File: src/rtl/nibbler_pkg.sv
// Shared types for the parametrised Nibbler accumulator core:
// opcode and FSM state encodings plus instruction field positions.
package nibbler_pkg;

  typedef enum logic [3:0] {
    OP_NOP   = 4'd0,
    OP_LIT   = 4'd1,
    OP_ADDI  = 4'd2,
    OP_NANDI = 4'd3,
    OP_CMPI  = 4'd4,
    OP_IN    = 4'd5,
    OP_OUT   = 4'd6,
    OP_JMP   = 4'd7,
    OP_JC    = 4'd8,
    OP_JNC   = 4'd9,
    OP_JZ    = 4'd10,
    OP_JNZ   = 4'd11,
    OP_CALL  = 4'd12,
    OP_RET   = 4'd13,
    OP_HALT  = 4'd14,
    OP_RSVD  = 4'd15
  } opcode_t;

  typedef enum logic [1:0] {
    FETCH   = 2'd0,
    EXEC    = 2'd1,
    WAIT_IN = 2'd2,
    HALT    = 2'd3
  } state_t;

  // Opcode sits directly above the operand; this is its LSB for the default AW.
  localparam int OPC_LSB = 12;
  localparam int PORT_W  = 4;

endpackage

File: src/rtl/nibbler_stack.sv
// Return-address LIFO for CALL/RET. dout shows the top entry; the core
// guards push with full and pop with empty, and never requests both at once.
module nibbler_stack #(
  parameter int DEPTH = 4,
  parameter int W     = 12
) (
  input  logic         clk,
  input  logic         reset,
  input  logic         push,
  input  logic         pop,
  input  logic [W-1:0] din,
  output logic [W-1:0] dout,
  output logic         full,
  output logic         empty
);

  localparam int CW = $clog2(DEPTH + 1);
  localparam int ND = 1 << CW;

  logic [W-1:0]  mem [ND];
  logic [CW-1:0] count;

  assign full  = (count == CW'(DEPTH));
  assign empty = (count == '0);
  assign dout  = mem[count - CW'(1)];

  always_ff @(posedge clk or negedge reset) begin
    if (!reset) begin
      count <= '0;
    end else if (push) begin
      count <= count + CW'(1);
    end else if (pop) begin
      count <= count - CW'(1);
    end
  end

  // Storage is not reset: entries above count are never read.
  always_ff @(posedge clk) begin
    if (push) mem[count] <= din;
  end

  push_pop_exclusive: assert property (@(posedge clk) disable iff (!reset) !(push && pop));

endmodule

File: src/rtl/nibbler_core.sv
// Parametrised Nibbler accumulator core: two-cycle FETCH/EXEC machine with
// handshaked input ports, strobed output ports, CALL/RET stack and HALT/error.
module nibbler_core
  import nibbler_pkg::*;
#(
  parameter int DW          = 4,
  parameter int AW          = 12,
  parameter int NPORT       = 3,
  parameter int STACK_DEPTH = 4
) (
  input  logic                clk,
  input  logic                reset,
  output logic [AW-1:0]       prog_addr,
  input  logic [4+AW-1:0]     prog_data,
  input  logic [NPORT*DW-1:0] in_data,
  input  logic [NPORT-1:0]    in_valid,
  output logic [NPORT-1:0]    in_ready,
  output logic [NPORT*DW-1:0] out_data,
  output logic [NPORT-1:0]    out_valid,
  output logic [DW-1:0]       acc,
  output logic                c_flag,
  output logic                z_flag,
  output logic                halted,
  output logic                err,
  output logic [1:0]          dbg_state
);

  state_t          state;
  logic [AW-1:0]   pc;
  logic [AW+3:0]   ir;
  opcode_t         opc;
  logic [AW-1:0]   target;
  logic [DW-1:0]   imm;
  logic [PORT_W-1:0] port;
  logic            port_ok, in_hit, in_ctx;
  logic [DW-1:0]   in_sel;
  logic [DW:0]     sum;
  logic            stk_push, stk_pop, stk_full, stk_empty;
  logic [AW-1:0]   stk_dout;

  assign opc       = opcode_t'(ir[AW +: 4]);
  assign target    = ir[AW-1:0];
  assign imm       = ir[DW-1:0];
  assign port      = ir[PORT_W-1:0];
  assign prog_addr = pc;
  assign dbg_state = state;
  assign sum       = {1'b0, acc} + {1'b0, imm};

  always_comb begin
    port_ok = 1'b0;
    in_hit  = 1'b0;
    in_sel  = '0;
    for (int i = 0; i < NPORT; i++) begin
      if (port == PORT_W'(i)) begin
        port_ok = 1'b1;
        in_hit  = in_valid[i];
        in_sel  = in_data[i*DW +: DW];
      end
    end
  end

  // Input handshake: a word transfers in the cycle where in_valid[p] and
  // in_ready[p] are both high; in_ready is only raised for the addressed port.
  assign in_ctx = ((state == EXEC) && (opc == OP_IN)) || (state == WAIT_IN);
  always_comb begin
    in_ready = '0;
    for (int i = 0; i < NPORT; i++) begin
      in_ready[i] = in_ctx && (port == PORT_W'(i)) && in_valid[i];
    end
  end

  assign stk_push = (state == EXEC) && (opc == OP_CALL) && !stk_full;
  assign stk_pop  = (state == EXEC) && (opc == OP_RET) && !stk_empty;

  nibbler_stack #(.DEPTH(STACK_DEPTH), .W(AW)) u_stack (
    .clk   (clk),
    .reset (reset),
    .push  (stk_push),
    .pop   (stk_pop),
    .din   (pc),
    .dout  (stk_dout),
    .full  (stk_full),
    .empty (stk_empty)
  );

  always_ff @(posedge clk or negedge reset) begin
    if (!reset) begin
      state     <= FETCH;
      pc        <= '0;
      ir        <= '0;
      acc       <= '0;
      c_flag    <= 1'b0;
      z_flag    <= 1'b0;
      out_data  <= '0;
      out_valid <= '0;
      halted    <= 1'b0;
      err       <= 1'b0;
    end else begin
      out_valid <= '0;
      case (state)
        FETCH: begin
          ir    <= prog_data;
          pc    <= pc + AW'(1);
          state <= EXEC;
        end
        EXEC: begin
          state <= FETCH;
          case (opc)
            OP_LIT: begin
              acc    <= imm;
              z_flag <= (imm == '0);
            end
            OP_ADDI: begin
              {c_flag, acc} <= sum;
              z_flag        <= (sum[DW-1:0] == '0);
            end
            OP_NANDI: begin
              acc    <= ~(acc & imm);
              z_flag <= ((acc & imm) == '1);
            end
            OP_CMPI: begin
              c_flag <= (acc >= imm);
              z_flag <= (acc == imm);
            end
            OP_IN: begin
              // Unknown ports read as zero and never stall.
              if (!port_ok) begin
                acc    <= '0;
                z_flag <= 1'b1;
              end else if (in_hit) begin
                acc    <= in_sel;
                z_flag <= (in_sel == '0);
              end else begin
                state <= WAIT_IN;
              end
            end
            OP_OUT: begin
              for (int i = 0; i < NPORT; i++) begin
                if (port == PORT_W'(i)) begin
                  out_data[i*DW +: DW] <= acc;
                  out_valid[i]         <= 1'b1;
                end
              end
            end
            OP_JMP: pc <= target;
            OP_JC:  if (c_flag)  pc <= target;
            OP_JNC: if (!c_flag) pc <= target;
            OP_JZ:  if (z_flag)  pc <= target;
            OP_JNZ: if (!z_flag) pc <= target;
            OP_CALL: begin
              if (stk_full) begin
                err    <= 1'b1;
                halted <= 1'b1;
                state  <= HALT;
              end else begin
                pc <= target;
              end
            end
            OP_RET: begin
              if (stk_empty) begin
                err    <= 1'b1;
                halted <= 1'b1;
                state  <= HALT;
              end else begin
                pc <= stk_dout;
              end
            end
            OP_HALT: begin
              halted <= 1'b1;
              state  <= HALT;
            end
            default: ;
          endcase
        end
        WAIT_IN: begin
          if (in_hit) begin
            acc    <= in_sel;
            z_flag <= (in_sel == '0);
            state  <= FETCH;
          end
        end
        default: ;
      endcase
    end
  end

endmodule

File: config.mk
export PLATFORM = sky130hd
export DESIGN_NAME = nibbler_core
export DESIGN_NICKNAME = d
export VERILOG_FILES = /design/src/rtl/nibbler_pkg.sv /design/src/rtl/nibbler_stack.sv /design/src/rtl/nibbler_core.sv
export SDC_FILE = /design/constraint.sdc
export NUM_CORES = 1
export LEC_CHECK = 0
export CAP_MARGIN = 15
export CORE_MARGIN = 1.5
export CORE_UTILIZATION = 60
export CTS_BUF_LIST = sky130_fd_sc_hd__clkbuf_8
export CTS_CLUSTER_DIAMETER = 50
export CTS_CLUSTER_SIZE = 10
export DETAILED_ROUTE_END_ITERATION = 6
export DONT_BUFFER_PORTS = 1
export GPL_TIMING_DRIVEN = 0
export HOLD_SLACK_MARGIN = 0.12
export PLACE_DENSITY = 0.91
export SETUP_SLACK_MARGIN = 0.5
export SLEW_MARGIN = 20
export SYNTH_ARGS = -nofsm -noshare
export SYNTH_HDL_FRONTEND = slang
export SYNTH_HIERARCHICAL = 1
export SYNTH_SLANG_ARGS = --single-unit
export TNS_END_PERCENT = 5
File: constraint.sdc
create_clock -name clk -period 3.65 [get_ports clk]
set_input_delay 0.9125 -clock clk [delete_from_list [all_inputs] [get_ports clk]]
set_output_delay 0.9125 -clock clk [all_outputs]
set_load 0.005 [all_outputs]
# --- Word level (Yosys, flattened, before mapping) ---
# Memories as Yosys holds them, arrays and structs flattened.
# Index checks and enable logic that the tools add are counted.
totals:
  ff_bits: 56
  ram_bits: 96
  output_inout_bits: 40
  elab_cells: 135
  memories: 1
op_classes:
  add_sub_neg: 4
  magnitude_cmp: 1
  eq_ne: 33
  mux: 45
  bitwise: 2
  n_reduce_logical: 36
memory_table:
  columns: ["memory", "words", "width", "rd", "rd_clocked_by_memory_dff", "wr", "line_no", "rtl"]
  rows:
  - ["u_stack.mem", 8, 12, 1, 0, 1, "nibbler_stack.sv:20", "logic [W-1:0] mem [ND];"]
op_table:
  columns: ["operator", "n"]
  rows:
  - ["12-bit case mux with 7 select lines", 1]
  - ["12-bit two-way mux", 6]
  - ["4-bit == test (second input constant)", 8]
  - ["12-bit case mux with 2 select lines", 1]
  - ["4-bit two-way mux", 5]
  - ["3-bit inequality test (second input constant)", 6]
  - ["4-bit by 3-bit == test with 1-bit output (second input constant)", 4]
  - ["4-bit case mux with 4 select lines", 1]
  - ["1-bit two-way mux", 14]
  - ["12-bit by 1-bit adder with 12-bit output (second input constant)", 1]
  - ["4-bit by 2-bit == test with 1-bit output (second input constant)", 3]
  - ["4-bit logical NOT", 3]
  - ["3-bit two-way mux", 4]
  - ["1-bit logical AND", 11]
  - ["2-bit two-way mux", 5]
  - ["2-bit nonzero test", 5]
  - ["3-bit AND reduction", 3]
  - ["4-bit by 1-bit == test with 1-bit output (second input constant)", 2]
  - ["8-bit by 1-bit inequality test with 1-bit output (second input constant)", 1]
  - ["2-bit case mux with 4 select lines", 1]
  - ["4-bit case mux with 2 select lines", 1]
  - ["2-bit AND reduction", 4]
  - ["4-bit AND reduction", 2]
  - ["8-bit AND reduction", 1]
  - ["22 further kinds", 28]

# --- Logic depth before layout (Yosys ltp) ---
logic_depth:
  depth_word: 9
  mapped_depth: 13
  depth_no_buf: 9

# --- Cells and area by module ---
# Netlist, hierarchy kept.
by_module_without_submodules:
  columns: ["mod", "n_inst", "cells_each", "area_each_um2"]
  rows:
  - ["nibbler_stack", 1, 258, 4096.4]
  - ["nibbler_core", 1, 374, 3563.4]

# --- Worst setup path after synthesis ---
# No wires, ideal clock.
synth_path:
  kind: "reg2reg"
  from: "register u_stack.count[0]"
  to: "memory u_stack.mem[2][0] (enable)"
  setup_ns: 0.396
  t_arrival_ns: 3.006
  t_required_ns: 3.254
  setup_slack_ns: 0.248
  stages_incl_launch_ff: 10
  path_buffers: 3
  period_less_slack_ns: 3.402
  path_cell_list: "dfrtp_1 buf_2 buf_2 buf_2 inv_1 ha_1 and2_1 nor4_1 nand2_1 nor3_1"
synth_between:
  elab_chain_len: 5
synth_lines:
  columns: ["item", "line_no", "rtl"]
  rows:
  - ["from (decl)", "nibbler_stack.sv:21", "logic [CW-1:0] count;"]
  - ["from (signal assigned)", "nibbler_stack.sv:31", "count <= count + CW'(1);"]
  - ["from (signal assigned)", "nibbler_stack.sv:33", "count <= count - CW'(1);"]
  - ["3-bit == test", "nibbler_stack.sv:23", "assign full = (count == CW'(DEPTH));"]
  - ["net stk_full", "nibbler_core.sv:38", "logic stk_push, stk_pop, stk_full, stk_empty;"]
  - ["1-bit logical NOT", "nibbler_core.sv:72", "assign stk_push = (state == EXEC) && (opc == OP_CALL) && !stk_full;"]
  - ["1-bit logical AND", "nibbler_core.sv:72", null]
  - ["net stk_push", "nibbler_core.sv:38", null]
  - ["1-bit two-way mux", "nibbler_stack.sv:39", "if (push) mem[count] <= din;"]
  - ["1-bit two-way mux (implied by the code)", "nibbler_stack.sv:39", null]
  - ["to (decl)", "nibbler_stack.sv:20", null]
# The timed path passes the listed nets, and every way through them passes these cells.

# --- Worst setup path in the final report ---
layout_path:
  from: "register u_stack.count[0]"
  to: "register pc[10] (netlist: prog_addr[10])"
layout_between:
  elab_chain_len: 5
  elab_cells_between_ends: 10
  cone_classes: "add/sub: 1; eq/ne: 3; mux: 3; reduce/logical: 2; memory: 1"
layout_lines:
  columns: ["item", "line_no", "rtl"]
  rows:
  - ["3-bit by 1-bit subtractor with 3-bit output", "nibbler_stack.sv:25", "assign dout = mem[count - CW'(1)];"]
  - ["memory read 8 x 12 bit", null, null]
  - ["net stk_dout[10]", "nibbler_core.sv:39", "logic [AW-1:0] stk_dout;"]
  - ["12-bit two-way mux", "nibbler_core.sv:160", "if (stk_empty) begin"]
  - ["12-bit case mux with 7 select lines", "nibbler_core.sv:108", "case (opc)"]
  - ["12-bit case mux with 2 select lines", "nibbler_core.sv:100", "case (state)"]
  - ["to (signal assigned)", "nibbler_core.sv:103", "pc <= pc + AW'(1);"]
  - ["to (signal assigned)", "nibbler_core.sv:156", "pc <= target;"]
  - ["to (signal assigned)", "nibbler_core.sv:165", "pc <= stk_dout;"]
  - ["to (decl)", "nibbler_core.sv:29", "logic [AW-1:0] pc;"]
# The timed path passes the listed nets, and every way through them passes these cells. The select of a mux whose other input is x is not followed.
# A chain may end at the register's enable or synchronous reset.

==> summary.md <==
| Metric | Value |
|---|---|
| Core area | 0.01252 mm2 |
| Post-layout nets | 715 |
| DR WL/cell | 23.92 um |
| Clock sinks | 152 |
| Synth Area in Compound Gates | 10.44% |
| Reg2Reg Depth | 12 |
| FF-to-FF Start | u_stack/count[0] |
| Yosys warns | 6 |
| Largest family of logic cells by synthesized area | simple AND/OR/NAND/NOR gates |
| Port buffer count | 0 |
| CTS Buf Count | 17 |
| Pin count of the biggest net entering global routing | 56 |
| Met1 usage | 39.77% |
| CTS tree | built |
| Grt met3 use | 6.904% |
| DRT iter0 DRCs | 797 |
| Total power | 8.335 mW |
| Max Cap Violations | 0 |
| Netlist cell types | 68 |
| Hpwl dp | 12.65 mm |
| Ports | 73 |
| Antenna-violating nets left | 0 |
| Slew Limit Headroom | 49.60% |
| # setup viols final | 0 |
| Final cell count without fillers | 850 |
| Htree depth | 4 |
| Asr flop ratio synth | 36.84% |
| Hold WS | 0.2846 ns |
| Type of origin of the critical path | flop |
| Clock root buffer | clkbuf_8 |
| Final clock skew | 0.01102 ns |
| Final period demand of the worst path | 3.298 ns |
| WL final | 20.33 mm |
| Avg Cell Area, Syn | 12.12 um2 |
| Final Hold Viols | 0 |
| Die Y | 116.0 um |
| Crit-path max FO | 10 |
| Drt drc | 0 |
| Placed cell count | 806 |
| Fmax | 0.3032 GHz |
| DIE AREA | 0.01345 mm2 |
| Vias in the first global route | 5425 |
| Seq cells post-synth | 152 |
| Vias | 5731 |
| Fin. max-slew vios | 0 |
| Post-synth top flop | edfxtp_1 |
| Multiplexer share of the synthesized area | 7.955% |
| Commonest non-fill, non-tap cells in the layout | edfxtp_1 (96), dfrtp_1 (56), nand2_1 (51) |
| Worst hold path type | in -> async |
| WS Path Type | reg -> reg |
| Status | complete, no violations |
| Grt peak-use layer | met2 |
| First-pass GRT wire length | 29.44 mm |
| LEAKAGE | 3.335 nW |
| Post-synth EDFFs | 96 |
| Slew @ Worst Pin | 0.7370 ns |
| Starting density of the core | 61.20% |
| Most common cell after layout, fill and taps aside | edfxtp_1 |
| Share of layout cells above drive strength 1 | 23.16% |
| Diodes inserted | 0 |
| Mapped Cells | 632 |
| Clock Path Buffers | 2 |
| Period utilisation layout | 90.36% |
| Synth-to-Final Area Change | 12.66% |
| Reg2reg setup slack | 0.35 ns |
| Syn_nets | 682 |
| Rows | 41 |
| IR drop worst, VDD | 0.0006954 V |
| Initial antenna violation count | 1 |
| Drt pass-1 iters | 5 |
| Total grt overflow | 0 |
| Critical Path Sink Type | flop |
| RSZ-0062 raised after global routing | yes |
| Global-route usage over all layers | 29.77% |
| Synth Area in Adders | 2.875% |
| Power Density | 965.8 mW/mm2 |
| Simple-Gate Fraction of Synth Area | 16.43% |
| Critical Path AT | 3.70 ns |
| Clk_lat worst skew | 0.47 ns |
| Sequential area share after synthesis | 55.93% |
| Critical Path Start | u_stack/count[0] |
| RePlAce Congestion | 0.9647 |
| Final Util | 68.94% |
| Critical R2R Capture | prog_addr[10] |
| Cell area after synthesis | 0.007660 mm2 |
| Met2 Use GR | 47.10% |
| Worst EP required | 4.06 ns |
| Via density | 6.742 |
| CTS clk-pin slew, worst paths | 0.08 ns |
| Die W | 116.0 um |
| Xor/xnor share of the synthesized area | 2.025% |
| Worst setup path endpoint | prog_addr[10] |
[per-stage QoR]
step           setup TNS (ns)  area (um2)  worst slack, ns
4_1_cts                     0        8428           0.4047
3_5_place_dp           -18.92        7904          -0.3315
2_1_floorplan               0        7660           0.2482
3_3_place_gp           -17.98        7875          -0.5886
6_report                    0        8630           0.3520
5_1_grt                     0        8630           0.3066
[registers in the layout, summed over array words and instances (netlist names), 2 cells and up]
name	count
prog_addr	12
dbg_state	2
out_valid	3
acc	4
u_stack/mem	96
out_data	12
ir	16
u_stack/count	3
[cells by family (layout without fill, tap and decap cells)]
| group | count (synthesis) | in the layout |
|---|---|---|
| xor gates and xnor gates | 16 | 16 |
| and+or+nand+nor | 223 | 223 |
| muxes | 57 | 57 |
| AOI/OAI and AO/OA | 109 | 109 |
| DFF | 152 | 152 |
| buffers and inverters | 58 | 104 |
| adders and majority gates | 17 | 17 |
[critical path, stage by stage, from the launching register on]
cell       delay (ns)
dfrtp_1          0.38
buf_2            0.18
clkbuf_4         0.27
clkbuf_4         0.27
inv_1            0.11
ha_1             0.37
clkbuf_1         0.40
a2111oi_0        0.19
nor4_1           0.57
nand3_1          0.18
nand3_2          0.11
o21ai_2          0.06
a21oi_2          0.14
[layout make-up]
type	count	area, um2
repair buffers	14	156.4
well taps	172	215.2
clock buffers	21	289.0
clock inverters	11	96.34
plain buffers	44	286.5
multi-input cells	422	3244
fillers	820	3887
inverters	14	57.56
flip-flops and latches	152	4284
[layer usage]
layer  wire (um)  share of wire [%]  vias up
li1            -                  -     2412
met4         835                4.1        0
met1        7523                 37     2768
met5           0                  0        -
met3        2293                 11       93
met2        9678                 48      458
[synth_stat cells, types with 9 or more instances]
cell	number	area (um2)
and3_1	28	175.2
mux2i_1	32	320.3
clkbuf_1	16	60.06
ha_1	16	200.2
buf_6	9	101.4
nor2b_1	27	168.9
inv_1	13	48.80
nand3_1	22	110.1
dfrtp_1	56	1401
nand2_1	53	198.9
edfxtp_1	96	2883
nor4_1	15	93.84
mux2_2	23	259.0
o21ai_1	12	60.06
a2111oi_0	24	210.2
a21oi_1	14	70.07
buf_2	10	50.05
o21ai_0	14	70.07
nor3_1	10	50.05
nor2_1	27	101.4
[what timing repair did]
action	CTS	global route
pin swaps	3	11
gates resized for setup	19	30
setup buffers	2	8
endpoints found under the setup margin	109	111
hold endpoints to repair	55	0
hold buffers	2	0
[report_power, final]
part           internal (mW)  total [mW]  switching, mW
registers               2.29        2.88          0.592
logic                   1.62        4.20           2.58
clock network          0.612        1.25          0.643
[how the worst min path moves through the flow]
stage	from	endpoint	slack (ns)	cells after the start
2_1_floorplan	err	err	0.45	1
3_3_place_gp	halted	halted	0.49	1
3_5_place_dp	halted	halted	0.49	1
4_1_cts	reset	z_flag	0.29	1
5_1_grt	reset	z_flag	0.30	1
6_report	reset	z_flag	0.28	1
(Power assumes the default switching activity.)
